[src/rtl/nes_run_ctrl_if.sv]
// Command handshake bundle for nes_run_ctrl: valid/ready transfer of an opcode and step count.
interface nes_run_ctrl_if #(
    parameter int CNT_W = 16
);
    logic             cmd_valid;
    logic             cmd_ready;
    logic [2:0]       cmd_op;
    logic [CNT_W-1:0] cmd_arg;

    modport master (output cmd_valid, output cmd_op, output cmd_arg, input  cmd_ready);
    modport slave  (input  cmd_valid, input  cmd_op, input  cmd_arg, output cmd_ready);
endinterface

[src/rtl/nes_run_ctrl.sv]
// Run/pause/step controller gating the NES clock divider. Breakpoint halting is
// built in only when NES_RUN_CTRL_BREAKPOINT_EN is defined.
module nes_run_ctrl #(
    parameter int DIV   = 24,
    parameter int CNT_W = 16
) (
    input  logic          clk_master,
    input  logic          rst_master_n,
    nes_run_ctrl_if.slave cmd,
    input  logic          vsync,
    input  logic          bp_hit,
    output logic          en,
    output logic [4:0]    phase,
    output logic          running,
    output logic          done,
    output logic          cmd_err,
    output logic          bp_halted
);
    localparam logic [2:0] S_IDLE  = 3'd0;
    localparam logic [2:0] S_RUN   = 3'd1;
    localparam logic [2:0] S_STEP  = 3'd2;
    localparam logic [2:0] S_FRAME = 3'd3;
    localparam logic [2:0] S_DRAIN = 3'd4;

    localparam logic [2:0] OP_PAUSE      = 3'd0;
    localparam logic [2:0] OP_RUN        = 3'd1;
    localparam logic [2:0] OP_STEP_MCLK  = 3'd2;
    localparam logic [2:0] OP_STEP_CPU   = 3'd3;
    localparam logic [2:0] OP_STEP_FRAME = 3'd4;

    localparam logic [4:0] LAST_PHASE = 5'(DIV - 1);

    logic [2:0]       state_q, state_d;
    logic [CNT_W-1:0] cnt_q, cnt_d;
    logic             step_cpu_q, step_cpu_d;
    logic             vsync_q;
    logic             done_d, err_d, bp_halted_d;
    logic             accept, wrap, vs_rise, bp_req;
    logic [CNT_W-1:0] arg_eff;

    assign running       = (state_q != S_IDLE);
    assign cmd.cmd_ready = (state_q == S_IDLE) || (state_q == S_RUN);
    assign accept        = cmd.cmd_valid && cmd.cmd_ready;
    assign wrap          = en && (phase == LAST_PHASE);
    assign vs_rise       = vsync && !vsync_q;
    assign arg_eff       = (cmd.cmd_arg == '0) ? CNT_W'(1) : cmd.cmd_arg;

`ifdef NES_RUN_CTRL_BREAKPOINT_EN
    assign bp_req = bp_hit;
`else
    // Tied off so the port stays connected and bp_halted can never set.
    assign bp_req = bp_hit & 1'b0;
`endif

    always_comb begin
        state_d     = state_q;
        cnt_d       = cnt_q;
        step_cpu_d  = step_cpu_q;
        done_d      = 1'b0;
        err_d       = 1'b0;
        bp_halted_d = bp_halted;

        case (state_q)
            S_IDLE: begin
                if (accept) begin
                    bp_halted_d = 1'b0;
                    case (cmd.cmd_op)
                        OP_PAUSE:      done_d  = 1'b1;
                        OP_RUN:        state_d = S_RUN;
                        OP_STEP_MCLK: begin
                            state_d    = S_STEP;
                            cnt_d      = arg_eff;
                            step_cpu_d = 1'b0;
                        end
                        OP_STEP_CPU: begin
                            state_d    = S_STEP;
                            cnt_d      = arg_eff;
                            step_cpu_d = 1'b1;
                        end
                        OP_STEP_FRAME: state_d = S_FRAME;
                        default:       err_d   = 1'b1;
                    endcase
                end
            end

            S_RUN: begin
                if (bp_req) begin
                    state_d     = S_DRAIN;
                    bp_halted_d = 1'b1;
                end else if (accept) begin
                    if (cmd.cmd_op == OP_PAUSE) begin
                        // Pausing on the wrap cycle already lands on a CPU boundary.
                        if (wrap) begin
                            state_d = S_IDLE;
                            done_d  = 1'b1;
                        end else begin
                            state_d = S_DRAIN;
                        end
                    end else begin
                        err_d = 1'b1;
                    end
                end
            end

            S_STEP: begin
                if (bp_req) begin
                    state_d     = S_DRAIN;
                    bp_halted_d = 1'b1;
                end else if (!step_cpu_q || wrap) begin
                    cnt_d = cnt_q - CNT_W'(1);
                    if (cnt_q == CNT_W'(1)) begin
                        state_d = S_IDLE;
                        done_d  = 1'b1;
                    end
                end
            end

            S_FRAME: begin
                if (bp_req) begin
                    state_d     = S_DRAIN;
                    bp_halted_d = 1'b1;
                end else if (vs_rise) begin
                    state_d = S_DRAIN;
                end
            end

            S_DRAIN: begin
                if (wrap) begin
                    state_d = S_IDLE;
                    done_d  = 1'b1;
                end
            end

            default: state_d = S_IDLE;
        endcase
    end

    always_ff @(posedge clk_master or negedge rst_master_n) begin
        if (!rst_master_n) begin
            state_q    <= S_IDLE;
            en         <= 1'b0;
            phase      <= '0;
            cnt_q      <= '0;
            step_cpu_q <= 1'b0;
            vsync_q    <= 1'b0;
            done       <= 1'b0;
            cmd_err    <= 1'b0;
            bp_halted  <= 1'b0;
        end else begin
            state_q    <= state_d;
            en         <= (state_d != S_IDLE);
            if (en) begin
                phase <= wrap ? '0 : phase + 5'd1;
            end
            cnt_q      <= cnt_d;
            step_cpu_q <= step_cpu_d;
            vsync_q    <= vsync;
            done       <= done_d;
            cmd_err    <= err_d;
            bp_halted  <= bp_halted_d;
        end
    end
endmodule

[src/flat_wrapper.sv]
// flat-port wrapper written by rule: the top's interface ports become plain ports
module nes_run_ctrl_flat 
#(
    parameter int DIV   = 24,
    parameter int CNT_W = 16
)
  (clk_master, rst_master_n, vsync, bp_hit, en, phase, running, done, cmd_err, bp_halted, cmd_cmd_valid, cmd_cmd_op, cmd_cmd_arg, cmd_cmd_ready);
  nes_run_ctrl_if #(.CNT_W(CNT_W)) cmd_i ();
  input  logic clk_master;
  input  logic rst_master_n;
  input  logic vsync;
  input  logic bp_hit;
  output logic en;
  output logic [4:0] phase;
  output logic running;
  output logic done;
  output logic cmd_err;
  output logic bp_halted;
  input wire logic [$bits(cmd_i.cmd_valid)-1:0] cmd_cmd_valid;
  input wire logic [$bits(cmd_i.cmd_op)-1:0] cmd_cmd_op;
  input wire logic [$bits(cmd_i.cmd_arg)-1:0] cmd_cmd_arg;
  output wire logic [$bits(cmd_i.cmd_ready)-1:0] cmd_cmd_ready;
  assign cmd_i.cmd_valid = cmd_cmd_valid;
  assign cmd_i.cmd_op = cmd_cmd_op;
  assign cmd_i.cmd_arg = cmd_cmd_arg;
  assign cmd_cmd_ready = cmd_i.cmd_ready;
  nes_run_ctrl #(.DIV(DIV), .CNT_W(CNT_W)) u_core (.clk_master(clk_master), .rst_master_n(rst_master_n), .cmd(cmd_i), .vsync(vsync), .bp_hit(bp_hit), .en(en), .phase(phase), .running(running), .done(done), .cmd_err(cmd_err), .bp_halted(bp_halted));
endmodule
[config.mk]
export PLATFORM = sky130hd
export DESIGN_NAME = nes_run_ctrl_flat
export DESIGN_NICKNAME = d
export VERILOG_FILES = /design/src/rtl/nes_run_ctrl_if.sv /design/src/rtl/nes_run_ctrl.sv /design/src/flat_wrapper.sv
export SDC_FILE = /design/constraint.sdc
export NUM_CORES = 1
export LEC_CHECK = 0
export ABC_AREA = 1
export BUFFER_PORTS_ARGS = -buffer_cell sky130_fd_sc_hd__buf_2
export CORE_ASPECT_RATIO = 0.8
export CORE_MARGIN = 1
export CORE_UTILIZATION = 40
export DETAILED_ROUTE_END_ITERATION = 7
export GPL_ROUTABILITY_DRIVEN = 1
export HOLD_SLACK_MARGIN = 0.08
export PLACE_DENSITY_LB_ADDON = 0.1
export SLEW_MARGIN = 0
export SYNTH_ARGS = -nofsm -noshare
export SYNTH_HDL_FRONTEND = slang
export SYNTH_SLANG_ARGS = --single-unit
[constraint.sdc]
create_clock -name clk_master -period 2.8 [get_ports clk_master]
set_input_delay 0.7 -clock clk_master [delete_from_list [all_inputs] [get_ports clk_master]]
set_output_delay 0.7 -clock clk_master [all_outputs]
set_load 0.02 [all_outputs]
Yosys cells after proc, flatten, opt, wreduce, memory -nomap -nowiden. Index checks and enable logic that the tools add are counted.

Bits in registers: 29. Latch bits: 0. RAM bits: 0. Memory bits (read-only): 0. Logic and storage cells: 71. Memories: 0.

Add/subtract/negate cells: 2. Multiply operators: 0. Div/mod/pow operators: 0. Magnitude comparators: 0. Eq/ne operators: 13. Shift operators: 0. Multiplexer cells: 30. Bitwise logic cells: 0. Reductions and logical operators: 18.

Operators by type and width (number): $mux W16 (4); $pmux W16 S2 (1); $mux W3 (8); $eq A16 B1 Y1 const B (1); $logic_not A16 Y1 (1); $sub A16 B1 Y16 const B (1); $pmux W3 S5 (1); $eq A3 B2 Y1 const B (4); $mux W1 (11); $pmux W3 S3 (1); $eq A3 B1 Y1 const B (2); $eq A3 B3 Y1 const B (2); $logic_not A3 Y1 (2); $reduce_bool A3 Y1 (2); $add A5 B1 Y5 const B (1); $eq A5 B5 Y1 const B (1); $mux W5 (1); $reduce_or A5 Y1 (1); $ne A2 B1 Y1 const B (2); $pmux W1 S2 (2); $pmux W1 S4 (1); $reduce_and A4 Y1 (1); $reduce_bool A2 Y1 (2); $logic_and A1 B1 Y1 (3); other kinds (5) (7).

Depth between registers and ports, before layout. Gate-level depths: netlist of run 1.

Depth in word-level cells: 7. Gate-level depth with buffers: 10.

Worst setup path before layout of run 1. No wires, ideal clock.

Kind: reg-to-output. Start point: reg u_core.state_q[0]. End point: out cmd_cmd_ready. Data arrival time: 0.942 ns. Slack: 1.158 ns. Cell stages (with the launch flop): 4. Buffers on the path: 0. Cell sequence: dfrtp_1 -> nor2_1 -> nand2_2 -> nand2_1.

Longest elaborated chain between the ends: 2. Elaborated cells between the ends (all ways): 3. Classes of those cells: eq/ne (1); reduce/logical (2).

Ends and longest elaborated chain: start, declared (line nes_run_ctrl.sv:33) `logic [2:0] state_q, state_d;`; start signal, assigned (line nes_run_ctrl.sv:150) `state_q <= state_d;`; $eq A3 B1 Y1 / $logic_not A3 Y1 (equally long branches) (line nes_run_ctrl.sv:42) `assign cmd.cmd_ready = (state_q == S_IDLE) || (state_q == S_RUN);`; $logic_or A1 B1 Y1 (*) (line nes_run_ctrl.sv:42); end, declared (line flat_wrapper.sv:22) `output wire logic [$bits(cmd_i.cmd_ready)-1:0] cmd_cmd_ready;`.

Every way passes the cells marked *; elsewhere a longest branch is shown, timed or not.

Worst setup path in the final report of run 1.
Start point: reg u_core.state_q[2]. End point: out cmd_cmd_ready.

Same word-level chain as after synthesis.

==> flow_summary.yaml, run 1 <==
run_status:
  outcome: "finished, final reports clean"
yosys:
  post_synth_main_area_contributors: "sky130_fd_sc_hd__dfrtp_1 36%, sky130_fd_sc_hd__nand2_1 13%, sky130_fd_sc_hd__inv_1 7.7%, sky130_fd_sc_hd__nor2_1 6.9%, sky130_fd_sc_hd__nand3_1 5.5%"
  netlist_instances: 282
  yosys_register_bits: 29
  post_synth_instance_area_um2: 2011
  synth_simple_gate_area_share_pct: 33.35
  syn_area_per_cell_um2: 7.130
  synth_largest_area_cell: "sky130_fd_sc_hd__dfrtp_1"
  synth_fp_nets: 309
  async_set_or_reset_flop_fraction_in_the_synthesized_netlist_pct: 100.0
  ys.warnings.count: 0
  share_of_the_synthesized_area_in_compound_gates_ao_oa_aoi_oai_pct: 16.24
  synth_most_common_cell: "sky130_fd_sc_hd__nand2_1"
  synth_seq_area_share_pct: 36.09
  synth_xor_area_share_pct: 0.8712
  synth_cell_type_count: 31
  synth_top_family_by_area: "simple AND/OR/NAND/NOR gates"
  synth_commonest_cells: "67 x sky130_fd_sc_hd__nand2_1, 41 x sky130_fd_sc_hd__inv_1, 37 x sky130_fd_sc_hd__nor2_1"
  yosys-mux-area-fraction_pct: 1.058
  synth_enable_flop_cells: 0
  post_synth_fa_ha_maj_area_fraction_pct: 1.867
  synthDominantCellAreaShare_pct: 36.09
  synthFlopType: "sky130_fd_sc_hd__dfrtp_1"
setup_path:
  cpPeakStageDelay_ns: 0.40
  crit_required_ns: 2.10
  setup.worst_path.end_class: "output pin"
  crit_cells: 4
  worst_path_max_delay_cell: "sky130_fd_sc_hd__dfrtp_1"
  critPathBufInv: 2
  ff2ff_path_depth: 6
  cp_cell_sequence: "inv_1 > nand3_1 > nand2_1 > buf_2"
  worst-endpoint-arrival_ns: 1.30
  critPathLaunchType: "register"
  worst-setup-path-type: "reg -> out"
  critical_path_peak_fanout: 5
  critical-path-top-delay-family: "flip-flops"
clock_network:
  number_of_buffers_created_by_cts: 5
  tritoncts: "done"
  postCtsHoldBufs: 0
  cts-htree-levels: 2
  cts_resized: 0
  cts.sink_count: 29
  worst_setup_hold_path_clk_slew_ns: 0.07
  clk_path_buf_depth: 2
  clock-root-buffer: "sky130_fd_sc_hd__clkbuf_8"
  post_cts.repair.setup_buffers: 0
  clk_lat_worst_skew_ns: 0.28
run:
  max_cap_violations: 0
global_routing:
  grt_antenna_before_repair: 0
  global_route.usage.total_pct: 20.15
  grt_first_pass_wirelength_mm: 8.114
  number_of_global_route_vias_before_repair: 1719
  grt_start_max_net_pins: 30
  grt_remaining_overflow: 0
sta:
  setup_tns_ns: 0
  final_hold_viol_count: 0
  final_critical_path_setup_slack_ns: 0.8026
  final_period_minus_worst_setup_slack_ns: 1.997
  final_worst_path_cycle_share_pct: 71.33
  finalMaxSlewViolations: 0
  grt_setup_unrepaired: "no"
  setup_viol: 0
  skew_ns: 0.009119
  timing.max_slew.rel_slack_pct: 54.75
  fmax_mhz: 500.7
  worstMarginPinSlew_ns: 0.6788
detailed_routing:
  drt_iter0_markers: 88
  totalWireLength_mm: 4.677
  drc: 0
  avgRoutedWirePerCell_um: 12.34
  vias_per_cell: 4.942
  drtPass1Iterations: 4
  routed-via-count: 1873
  route.antenna.remaining_nets: 0
die:
  chipHeight_um: 65.42
  core_um2: 4707
  row_count: 22
  design.die.area_um2: 5316
  floorplan.initialDensity_pct: 42.72
  chipWidth_um: 81.27
  io_pins: 35
power_and_ir_drop:
  cellPowerDensity_nw_per_um2: 614.3
  peakVddDrop_mv: 0.4215
  leakage_uw: 0.001204
placement:
  port-buffer-count: 32
  post-dp-hpwl_mm: 3.581
  routabilityCongestion: 0.8305
  pre_cts_slack_ns: 0.8643
  post_dp_cell_area_um2: 2207
finish:
  syn_to_final_growth_pct: 16.43
  register_area_um2: 725.7
  fillCellCount: 492
  multiInputGateArea_um2: 1077
  finish.instance_area_um2: 2341
  nNetsFinal: 345
  layout.core_utilization_pct: 49.73
  post_route_cells_drive_above_1_share_pct: 19.12
  antennaDiodeCount: 0
worst_hold_path:
  min-delay-path-class: "in -> async"
-- cell families (layout without fill, tap and decap cells) --
group | count (synthesis) | after routing
AOI/OAI and AO/OA | 53 | 53
xor gates and xnor gates | 2 | 2
adders and majority gates | 3 | 3
buffers and inverters | 47 | 84
DFF | 29 | 29
muxes | 2 | 2
other | 1 | 1
and+or+nand+nor | 145 | 145
-- per-stage QoR --
| step | std cells | total power, uW | hold slack (ns) |
|---|---|---|---|
| floorplan | 282 | 813.6 | 0.4044 |
| global placement | 371 | 915.5 | 0.4663 |
| detailed placement | 371 | 923.5 | 0.4654 |
| CTS | 379 | 1451 | 0.4745 |
| global route | 379 | 1532 | 0.4964 |
| finish | 379 | 1438 | 0.4506 |
-- final timing paths --
check	slack, ns	start	endpoint
setup / recovery	0.80	u_core.state_q[2]	cmd_cmd_ready
hold / removal	0.45	rst_master_n	u_core.cnt_q[13]
setup reg to reg	1.04	u_core.state_q[0]	u_core.cnt_q[4]
hold reg to reg	0.49	u_core.cnt_q[15]	u_core.cnt_q[15]
max in group asynchronous	1.90	rst_master_n	u_core.state_q[0]
min in group clk_master	0.49	u_core.cnt_q[15]	u_core.cnt_q[15]
-- flip-flops by register name, summed over array words and instances, names as in the netlist --
register	cells
u_core.cnt_q	16
u_core.phase	5
u_core.state_q	3
u_core.cmd_err	1
u_core.done	1
u_core.en	1
u_core.step_cpu_q	1
u_core.vsync_q	1
-- power breakdown --
part | internal (uW) | switching, uW
sequential | 494 | 70.7
combinational | 128 | 223
clock | 353 | 168
total | 976 | 462
-- area by class of cell --
type                       instances  share of cell area [%]
sequential                        29                   31.00
inverter                          43                   6.895
tap                               60                   3.207
timing repair buffer              33                   7.162
clock inverter                     3                   2.779
clock buffer                       5                   2.940
multi-input combinational        206                   46.02
-- layer usage --
metal  routed length (um)  global-route usage, %  share of wire [%]  up-vias
met1                 2418                  30.77                 52      833
met2                 1932                  28.13                 41       45
met3                  280                  4.167                6.0        7
met4                   46                  5.357               0.98        0
met5                    0                      0                  0        -
li1                     -                      -                  -      988
-- cells in the final DEF (no fill, tap or decap), types with 2 or more instances in the layout --
cell type                   netlist  layout
sky130_fd_sc_hd__nand2_1         67      67
sky130_fd_sc_hd__inv_1           41      41
sky130_fd_sc_hd__nor2_1          37      37
sky130_fd_sc_hd__buf_2            0      32
sky130_fd_sc_hd__dfrtp_1         29      29
sky130_fd_sc_hd__nand3_1         22      22
sky130_fd_sc_hd__o21ai_0         22      22
sky130_fd_sc_hd__a21oi_1         10      10
sky130_fd_sc_hd__o21ai_1         10      10
sky130_fd_sc_hd__nand4_1          6       6
sky130_fd_sc_hd__o21ai_2          5       5
sky130_fd_sc_hd__clkbuf_8         0       5
sky130_fd_sc_hd__nor3_1           4       4
sky130_fd_sc_hd__ha_1             3       3
sky130_fd_sc_hd__nand3_2          2       2
sky130_fd_sc_hd__a21oi_2          2       2
sky130_fd_sc_hd__inv_2            2       2
sky130_fd_sc_hd__nand2_8          2       2
sky130_fd_sc_hd__xor2_1           2       2
sky130_fd_sc_hd__a31oi_1          2       2
sky130_fd_sc_hd__bufinv_16        0       2
Note: power is estimated with default switching activity, not from simulation.
==> inputs of run 2 (changes only) <==
clock period = 1.65 ns   (was 2.8 ns; I/O delays follow)
==> flow_summary.yaml, run 2 (same netlist as run 1, synthesis figures left out) <==
finish:
  largest_reg_flops: 16
  layout_common_cells: "66 x sky130_fd_sc_hd__nand2_1, 38 x sky130_fd_sc_hd__inv_1, 32 x sky130_fd_sc_hd__nor2_1"
  max_flop_register: "u_core.cnt_q"
  syn_to_final_growth_pct: 24.21
  reg_top3: "u_core.cnt_q (16), u_core.phase (5), u_core.state_q (3)"
  post_route_cells_drive_above_1_share_pct: 27.81
  commonest_non_fill_non_tap_cell_in_the_layout: "sky130_fd_sc_hd__nand2_1"
  antennaDiodeCount: 0
  nNetsFinal: 364
  finish.instance_area_um2: 2497
die:
  design.die.area_um2: 5316
  core_um2: 4707
  io_pins: 35
  chipHeight_um: 65.42
  row_count: 22
  chipWidth_um: 81.27
  floorplan.initialDensity_pct: 42.72
detailed_routing:
  totalWireLength_mm: 4.948
  routed-via-count: 1994
  drtPass1Iterations: 4
  route.antenna.remaining_nets: 0
  drc: 0
  drt_iter0_markers: 158
  avgRoutedWirePerCell_um: 12.43
  vias_per_cell: 5.010
global_routing:
  global_route.usage.total_pct: 20.04
  grt_antenna_before_repair: 0
  number_of_global_route_vias_before_repair: 1721
  grt_first_pass_wirelength_mm: 8.100
  grt_start_max_net_pins: 30
  grt_remaining_overflow: 0
setup_path:
  critical_path.startpoint: "u_core.state_q[0]"
  worst-setup-path-type: "reg -> out"
  crit_required_ns: 1.24
  critical_r2r_launch: "u_core.phase[1]"
  setup.worst_path.end_class: "output pin"
  critical_path_peak_fanout: 5
  regToRegEndpoint: "u_core.cnt_q[10]"
  reg2reg_setup_slack_ns: 0.09
  worst-endpoint-arrival_ns: 1.17
  critPathLaunchType: "register"
  ff2ff_path_depth: 8
sta:
  setup_tns_ns: 0
  fmax_mhz: 631.1
  final_worst_path_cycle_share_pct: 96.03
  setup_viol: 0
  grt_setup_unrepaired: "yes"
  final_hold_viol_count: 0
  finalMaxSlewViolations: 0
  final_critical_path_setup_slack_ns: 0.06558
  final_period_minus_worst_setup_slack_ns: 1.584
  skew_ns: 0.009530
power_and_ir_drop:
  total_power_uw: 2193
  sequentialPowerShare_pct: 44.3
  power.combinational.fraction_pct: 29.2
  cellPowerDensity_nw_per_um2: 878.2
  p_int_uw: 1370
  leakage_uw: 0.001264
  netSwitchingPower_uw: 823.6
  switching_share_pct: 37.55
  peakVddDrop_mv: 0.5714
  pwr-share-clk_pct: 26.5
placement:
  port-buffer-count: 32
  routabilityCongestion: 0.8725
  post-dp-hpwl_mm: 3.712
  post_dp_cell_area_um2: 2275
  pre_cts_slack_ns: 0.07236
clock_network:
  worst_setup_hold_path_clk_slew_ns: 0.07
  cts.sink_count: 29
  tritoncts: "done"
  clock-root-buffer: "sky130_fd_sc_hd__clkbuf_8"
  clk_lat_worst_skew_ns: 0.28
  cts-htree-levels: 2
  postCtsHoldBufs: 0
  number_of_buffers_created_by_cts: 5
  clk_path_buf_depth: 2
run_status:
  outcome: "finished, final reports clean"
run:
  max_cap_violations: 0
worst_hold_path:
  min-delay-path-class: "in -> async"
run 2: stage by stage:
step / std cells / utilization, % / hold slack (ns)
2_1_floorplan: 282 / - / 0.1169
3_3_place_gp: 380 / 48.33 / 0.4470
3_5_place_dp: 380 / 48.33 / 0.4492
4_1_cts: 389 / 50.45 / 0.1460
5_1_grt: 398 / 53.06 / 0.1627
6_report: 398 / 53.06 / 0.1287
run 2: critical path, cell delays in order, from the launching register on:
cell                      delay, ns
sky130_fd_sc_hd__dfrtp_2       0.43
sky130_fd_sc_hd__buf_4         0.15
sky130_fd_sc_hd__nand3_4       0.09
sky130_fd_sc_hd__nand2_2       0.07
sky130_fd_sc_hd__buf_4         0.15
run 2: final cells by class:
class | instances | area [um^2]
Fill cell | 452 | 2210
Multi-Input combinational cell | 206 | 1130
Sequential cell | 29 | 728.2
Timing Repair Buffer | 52 | 316.6
Inverter | 43 | 161.4
Tap cell | 60 | 75.07
Clock buffer | 5 | 68.82
Clock inverter | 3 | 17.52
run 2: repair_timing:
action	4_1_cts	5_1_grt
pin swaps	0	2
resized for setup	3	19
buffers inserted	1	9
endpoints found under the setup margin	1	12
run 2: how the worst max path moves through the flow:
stage | to | cells after the start
CTS | cmd_cmd_ready | 4
detailed placement | u_core.cnt_q[10] | 8
global placement | u_core.cnt_q[10] | 8
floorplan | u_core.cnt_q[7] | 7
global route | u_core.en | 8
finish | cmd_cmd_ready | 4
run 2: power by group through the flow:
stage | Combinational [uW] | Clock [uW] | Sequential [uW]
after global placement | 599 | 0 | 969
after detailed placement | 608 | 0 | 971
after floorplan | 394 | 0 | 986
after global routing | 730 | 637 | 988
after CTS | 610 | 595 | 958
final | 641 | 582 | 971
run 2: layer usage:
metal / track usage [%] / part of all wire, % / up-vias
met1: 31.04 / 53 / 937
met4: 4.911 / 0.59 / 0
li1: - / - / 1016
met2: 27.60 / 42 / 39
met5: 0 / 0 / -
met3: 4.306 / 3.6 / 2
==> inputs of run 3 (changes only) <==
RECOVER_POWER = 100   (was not set)
==> flow_summary.yaml, run 3 (same netlist as run 1, synthesis figures left out) <==
run_status:
  outcome: "finished, final reports clean"
power_and_ir_drop:
  sequentialPowerShare_pct: 44.4
  p_int_uw: 1360
  netSwitchingPower_uw: 827.2
  leakage_uw: 0.001242
  power.combinational.fraction_pct: 28.9
  peakVddDrop_mv: 0.5475
  pwr-share-clk_pct: 26.7
  switching_share_pct: 37.81
  cellPowerDensity_nw_per_um2: 882.1
  total_power_uw: 2188
clock_network:
  clock-root-buffer: "sky130_fd_sc_hd__clkbuf_8"
  tritoncts: "done"
  postCtsHoldBufs: 0
  cts-htree-levels: 2
  clk_path_buf_depth: 2
  worst_setup_hold_path_clk_slew_ns: 0.06
  cts.sink_count: 29
  clk_lat_worst_skew_ns: 0.28
  number_of_buffers_created_by_cts: 5
detailed_routing:
  totalWireLength_mm: 4.951
  route.antenna.remaining_nets: 0
  vias_per_cell: 4.980
  drc: 0
  drtPass1Iterations: 5
  drt_iter0_markers: 171
  routed-via-count: 1982
  avgRoutedWirePerCell_um: 12.44
finish:
  nNetsFinal: 364
  layout.core_utilization_pct: 52.68
  layout_common_cells: "66 x sky130_fd_sc_hd__nand2_1, 39 x sky130_fd_sc_hd__inv_1, 32 x sky130_fd_sc_hd__nor2_1"
  commonest_non_fill_non_tap_cell_in_the_layout: "sky130_fd_sc_hd__nand2_1"
  fillCellCount: 459
  syn_to_final_growth_pct: 23.34
  post_route_cells_drive_above_1_share_pct: 25.15
  max_flop_register: "u_core.cnt_q"
  largest_reg_flops: 16
  reg_top3: "u_core.cnt_q (16), u_core.phase (5), u_core.state_q (3)"
  antennaDiodeCount: 0
die:
  floorplan.initialDensity_pct: 42.72
  design.die.area_um2: 5316
  chipHeight_um: 65.42
  row_count: 22
  chipWidth_um: 81.27
  core_um2: 4707
  io_pins: 35
global_routing:
  grt_start_max_net_pins: 30
  grt_antenna_before_repair: 0
  global_route.usage.total_pct: 20.04
  grt_first_pass_wirelength_mm: 8.100
  grt_remaining_overflow: 0
  number_of_global_route_vias_before_repair: 1721
setup_path:
  crit_required_ns: 1.24
  worst-setup-path-type: "reg -> out"
  worst-endpoint-arrival_ns: 1.17
  setup.worst_path.end_class: "output pin"
  critical_path_peak_fanout: 5
  critPathLaunchType: "register"
sta:
  worstMarginPinSlew_ns: 0.7333
  final_critical_path_setup_slack_ns: 0.06860
  final_hold_viol_count: 0
  final_period_minus_worst_setup_slack_ns: 1.581
  timing.max_slew.rel_slack_pct: 51.11
  grt_setup_unrepaired: "yes"
  skew_ns: 0.008037
  final_worst_path_cycle_share_pct: 95.84
  worst_hold_slack_ns: 0.2540
  fmax_mhz: 632.4
  setup_viol: 0
  finalMaxSlewViolations: 0
placement:
  post-dp-hpwl_mm: 3.712
  pre_cts_slack_ns: 0.07236
  routabilityCongestion: 0.8725
  port-buffer-count: 32
run:
  max_cap_violations: 0
worst_hold_path:
  min-delay-path-class: "in -> reg"
==> run 3: cell count changes in the layout (fill, tap and decap cells not counted) <==
cell and change:
sky130_fd_sc_hd__a21oi_1 +1, sky130_fd_sc_hd__a21oi_2 -1, sky130_fd_sc_hd__buf_4 -2, sky130_fd_sc_hd__inv_2 -1, sky130_fd_sc_hd__clkbuf_2 +1, sky130_fd_sc_hd__inv_1 +1, sky130_fd_sc_hd__buf_2 -6, sky130_fd_sc_hd__clkbuf_1 +7
==> run 3: area by class of cell <==
type                            count  area, um^2  share of cell area (%)
Inverter                           43       161.4                   6.509
Multi-Input combinational cell    206        1126                   45.41
Tap cell                           60       75.07                   3.027
Sequential cell                    29       728.2                   29.36
Timing Repair Buffer               52       302.8                   12.21
Clock buffer                        5       68.82                   2.775
Clock inverter                      3       17.52                  0.7064
==> run 3: timing repair <==
item,in CTS,in global routing
endpoints found under the setup margin,1,12
pin swaps,0,2
buffers inserted,1,9
resized for setup,3,19
==> run 3: path summary, 6_finish.rpt <==
path	end	slack [ns]	cells after the start	startpoint
worst max-delay path	cmd_cmd_ready	0.07	4	u_core.state_q[0]
worst min-delay path	u_core.vsync_q	0.25	1	vsync
worst max register to register	u_core.cnt_q[10]	0.09	7	u_core.state_q[0]
worst min register to register	u_core.cnt_q[15]	0.49	2	u_core.cnt_q[15]
max in group asynchronous	u_core.state_q[1]	0.87	2	rst_master_n
min in group asynchronous	u_core.phase[3]	0.26	2	rst_master_n
==> run 3: worst max-delay path, stage by stage (launching register included) <==
cell and delay, ns:
sky130_fd_sc_hd__dfrtp_2 0.44, sky130_fd_sc_hd__buf_4 0.15, sky130_fd_sc_hd__nand3_4 0.09, sky130_fd_sc_hd__nand2_2 0.06, sky130_fd_sc_hd__buf_4 0.15
==> run 3: layer usage <==
metal / wire, um / vias to the layer above / track usage, %
li1: - / 1015 / -
met1: 2601 / 923 / 31.04
met2: 2095 / 42 / 27.60
met3: 226 / 2 / 4.306
met4: 27 / 0 / 4.911
met5: 0 / - / 0
==> run 3: stage by stage <==
step            TNS, ns  instance area, um^2  cells
6_report              0                 2480    398
5_1_grt        -0.02147                 2480    398
2_1_floorplan         0                 2011    282
3_3_place_gp          0                 2275    380
3_5_place_dp          0                 2275    380
4_1_cts               0                 2375    389
==> run 3: power by group through the flow <==
stage | Combinational, uW | Clock (uW) | Sequential, uW
after floorplan | 394 | 0 | 986
after global placement | 599 | 0 | 969
after detailed placement | 608 | 0 | 971
after CTS | 610 | 595 | 958
after global routing | 720 | 637 | 989
final | 632 | 584 | 972
